--- config.mk ---
export PLATFORM = sky130hd
export DESIGN_NAME = serial_mux_adder
export DESIGN_NICKNAME = d
export VERILOG_FILES = /design/src/rtl/serial_mux_adder.sv
export SDC_FILE = /design/constraint.sdc
export NUM_CORES = 1
export LEC_CHECK = 0
export CAP_MARGIN = 15
export CELL_PAD_IN_SITES_DETAIL_PLACEMENT = 1
export CELL_PAD_IN_SITES_GLOBAL_PLACEMENT = 2
export CORE_AREA = 2 2 70 72
export CTS_CLUSTER_DIAMETER = 120
export DETAILED_ROUTE_END_ITERATION = 6
export DIE_AREA = 0 0 72 74
export DONT_BUFFER_PORTS = 1
export PLACE_DENSITY = 0.86
export REMOVE_ABC_BUFFERS = 1
export SYNTH_ARGS = -nofsm -noshare
export SYNTH_HDL_FRONTEND = slang
export SYNTH_SLANG_ARGS = --single-unit
--- constraint.sdc ---
create_clock -name clk -period 1.9 [get_ports clk]
set_clock_uncertainty 0.2 [all_clocks]
set_input_delay 0.38 -clock clk [delete_from_list [all_inputs] [get_ports clk]]
set_output_delay 0.38 -clock clk [all_outputs]
set_load 0.05 [all_outputs]
--- src/rtl/serial_mux_adder.sv ---
// Bit-serial adder: one mux-based full-adder step per clock, LSB first, with a carry flip-flop.
// Optional macro SERIAL_ADD_SUB_EN adds a 'sub' port for two's-complement subtraction.
module serial_mux_adder #(
    parameter int unsigned WIDTH = 8
) (
    input  logic             clk,
    input  logic             rst,
    input  logic             start,
    input  logic [WIDTH-1:0] a_in,
    input  logic [WIDTH-1:0] b_in,
    input  logic             cin,
`ifdef SERIAL_ADD_SUB_EN
    input  logic             sub,
`endif
    output logic             busy,
    output logic             done,
    output logic [WIDTH-1:0] sum,
    output logic             cout
);

    localparam int unsigned CW = (WIDTH > 1) ? $clog2(WIDTH) : 1;
    localparam logic [CW-1:0] LAST = CW'(WIDTH - 1);
    localparam logic [7:0] SUM_PAT   = 8'b1001_0110;
    localparam logic [7:0] CARRY_PAT = 8'b1110_1000;

    typedef enum logic [1:0] {
        S_IDLE,
        S_SHIFT,
        S_DONE
    } state_t;

    state_t           state;
    logic [WIDTH-1:0] a_sr;
    logic [WIDTH-1:0] b_sr;
    logic [WIDTH-1:0] acc_sr;
    logic             c_ff;
    logic [CW-1:0]    cnt;
    logic [2:0]       sel;
    logic             fa_s;
    logic             fa_c;
    logic [WIDTH-1:0] b_load;
    logic             c_load;

    // Full adder built as two 8:1 muxes indexed by {a,b,c}
    always_comb begin
        sel  = {a_sr[0], b_sr[0], c_ff};
        fa_s = SUM_PAT[sel];
        fa_c = CARRY_PAT[sel];
    end

`ifdef SERIAL_ADD_SUB_EN
    // a - b computed as a + ~b + 1
    always_comb begin
        b_load = sub ? ~b_in : b_in;
        c_load = sub ? 1'b1 : cin;
    end
`else
    always_comb begin
        b_load = b_in;
        c_load = cin;
    end
`endif

    always_ff @(posedge clk or posedge rst) begin
        if (rst) begin
            state  <= S_IDLE;
            a_sr   <= '0;
            b_sr   <= '0;
            acc_sr <= '0;
            c_ff   <= 1'b0;
            cnt    <= '0;
            busy   <= 1'b0;
            done   <= 1'b0;
            sum    <= '0;
            cout   <= 1'b0;
        end else begin
            case (state)
                S_IDLE, S_DONE: begin
                    done <= 1'b0;
                    if (start) begin
                        a_sr  <= a_in;
                        b_sr  <= b_load;
                        c_ff  <= c_load;
                        cnt   <= '0;
                        busy  <= 1'b1;
                        state <= S_SHIFT;
                    end else begin
                        state <= S_IDLE;
                    end
                end
                S_SHIFT: begin
                    c_ff   <= fa_c;
                    a_sr   <= {1'b0, a_sr[WIDTH-1:1]};
                    b_sr   <= {1'b0, b_sr[WIDTH-1:1]};
                    acc_sr <= {fa_s, acc_sr[WIDTH-1:1]};
                    cnt    <= cnt + 1'b1;
                    if (cnt == LAST) begin
                        // Result registers see only the completed word, never partial bits
                        sum   <= {fa_s, acc_sr[WIDTH-1:1]};
                        cout  <= fa_c;
                        busy  <= 1'b0;
                        done  <= 1'b1;
                        state <= S_DONE;
                    end
                end
                default: begin
                    busy  <= 1'b0;
                    done  <= 1'b0;
                    state <= S_IDLE;
                end
            endcase
        end
    end

endmodule

==> flow_summary.toml <==
[finish]
finalNetCount = 197
drive_gt1_frac = 0.126
fillers = 526
regArea_um2 = 976
fin_area_mm2 = 0.00183
num_antenna_cells = 0
syn2layout_area_growth_pct = 9.10
stdcell_count = 228
multi_input_area_um2 = 607

[grt]
grt_pass1_wl_um = 5690
grt_antenna_before_repair = 0
grt.overflow.total = 0
grt_pass1_vias = 1265
grt_max_degree = 42
grt_util_all_layers = 0.141

[floorplan]
die_h_um = 74
die_w_um = 72
start_util = 0.365
ios = 31
dieArea_mm2 = 0.00533
rows = 25
core-area_mm2 = 0.00460

[drt]
routed_wl_um = 3320
ant_nets = 0
drt_iter0_markers = 54
vias_per_cell = 5.21
firstDrtPassIters = 4
vias = 1187
avgRoutedWirePerCell_um = 14.5
drc_errors = 0

[placed_design]
port-buffer-count = 0
gp_congestion = 0.682
post-place-cells = 217
dp_hpwl_um = 2300
dpl_worst_slack_ns = 0.0129
place_area_mm2 = 0.00172

[sta]
hold_viol = 0
relSlewSlack = 0.578
timing.final.setup_violations = 0
worst_pin_slew_ns = 0.633
fmax_ghz = 0.572
rsz0062_at_grt = "no"
final-max-slew-violation-count = 0
timing.final.crit_share = 0.921
fin_crit_ns = 1.75
setup_ws_ns = 0.150

[clock_tree]
worst_skew_pair.late_latency_ns = 0.28
numCtsBuffers = 5
cts_tree = "done"
htree_levels = 2
root_buffer = "clkbuf_8"
clock_path_buffers = 2
ctsResizeCount = 0
clock-sinks = 39
clk_pin_slew_ns = 0.07

[worst_setup_path]
r2r_end = "sum[2]"
endpoint_kind = "flip-flop"
critPathArrivalTime_ns = 1.72
crit_path_frequent_cell = "ha_1"
cp_cell_sequence = "ha_1 -> ha_1 -> nand3b_1 -> buf_4 -> mux2_2"
worstReg2RegStart = "cnt[0]"
crit_required_ns = 1.87
slowest_stage = "dfrtp_1"
reg2reg_slack_ns = 0.15
cp_num_buf_inv = 1
crit_family = "adder cells"
crit_path_start = "cnt[0]"
crit_path_max_fanout = 6
cp-endpoint = "sum[2]"
slowest_delay_ns = 0.40
path_depth = 5
path_class = "reg2reg"
startpoint_type = "flip-flop"
reg2reg_depth = 5

[job]
cap_violations = 0

[outcome]
status = "finished clean"

[synth]
ys_warn_count = 0
ys_seq_elements = 39
avgSynthCellArea_um2 = 9.98
ys_seq_area_frac = 0.582
syn_area_mm2 = 0.00168
netlist_instances = 168
synth_cell_types = 21

[pwr]
pwr_density_cell_mw_per_mm2 = 1920
vdd_drop_max_mv = 0.514
p_leak_nw = 0.865

[hold_path]
min_path_type = "in2reg"
hp-start = "a_in[0]"
-- routing by layer --
layer / share of wire / global-route usage / vias up
met1: 0.44 / 0.166 / 596
met5: 0 / 0 / -
met4: 0.0087 / 0.0440 / 0
li1: - / - / 559
met3: 0.039 / 0.0366 / 5
met2: 0.51 / 0.254 / 27
-- kinds of logic after synthesis --
kind of cell	count (synthesis)	synth area share
flops	39	0.582
buf+inv	15	0.0560
xor+xnor	1	0.00522
simple gates	76	0.181
fa+ha+maj	4	0.0299
mux	7	0.0470
compound gates	26	0.0985
-- per-stage QoR --
step | setup TNS, ns | util | hold WS (ns) | total power [mW]
after floorplan | -1.82 | - | 0.242 | 2.63
after global placement | 0 | 0.375 | 0.209 | 2.91
after detailed placement | 0 | 0.375 | 0.220 | 3.04
after CTS | 0 | 0.395 | 0.0293 | 3.57
after global routing | 0 | 0.398 | 0.0300 | 3.83
final | 0 | 0.398 | 0.0394 | 3.52
-- cell type report --
type	instances	share of cell area
Sequential cell	39	0.534
Multi-Input combinational cell	114	0.332
Timing Repair Buffer	9	0.0451
Clock buffer	7	0.0417
Tap cell	54	0.0369
Inverter	4	0.00821
Clock inverter	1	0.00274
-- placed cells by master (no fill, tap or decap) --
cell and instances:
nand2_1 52, dfrtp_1 39, nor2_1 16, a31oi_1 14, mux2_2 7, buf_4 7
o21ai_0 6, clkbuf_8 5, a22o_1 4, inv_1 4, ha_1 4, nand2b_1 2
nor2b_1 2, nand3_1 2, clkbuf_1 2, nor2_2 1, o211ai_1 1, nand3b_1 1
xnor2_1 1, o21ai_1 1, clkinv_2 1, dlygate4sd3_1 1, buf_12 1
-- worst min path at each step --
stage                            to  slack, ns  cells after the start
after global routing        a_sr[0]       0.03                      2
after floorplan           acc_sr[1]       0.24                      2
after CTS                   a_sr[0]       0.03                      2
after global placement       sum[3]       0.21                      2
final                       a_sr[0]       0.04                      2
after detailed placement     sum[3]       0.22                      2
-- flip-flops by register name, indices dropped and copies added (netlist names) --
signal / cells
a_sr: 8
b_sr: 8
sum: 8
acc_sr: 7
cnt: 3
state: 2
busy: 1
c_ff: 1
cout: 1
-- synthesized netlist by cell type --
cell      number  area share
a22o_1         4       0.021
a31oi_1       14       0.052
buf_2          5       0.015
buf_4          2      0.0090
buf_6          3       0.020
clkbuf_2       1      0.0030
dfrtp_1       39        0.58
ha_1           4       0.030
inv_1          4      0.0090
mux2_2         7       0.047
nand2_1       52        0.12
nand2b_1       2      0.0075
nand3_1        2      0.0060
nand3b_1       1      0.0045
nor2_1        16       0.036
nor2_2         1      0.0037
nor2b_1        2      0.0075
o211ai_1       1      0.0045
o21ai_0        6       0.018
o21ai_1        1      0.0030
xnor2_1        1      0.0052
-- where the power goes --
group | internal [mW] | switching (mW)
Combinational | 0.511 | 0.642
Clock | 0.257 | 0.268
Sequential | 1.22 | 0.616
Total | 1.99 | 1.53
-- repair_timing --
action                     CTS  global route
hold buffers                 1             0
hold endpoints to repair    39             0
setup buffers                0             2
setup endpoints to repair    0             9
No activity file was read; power rests on OpenSTA's default activity.
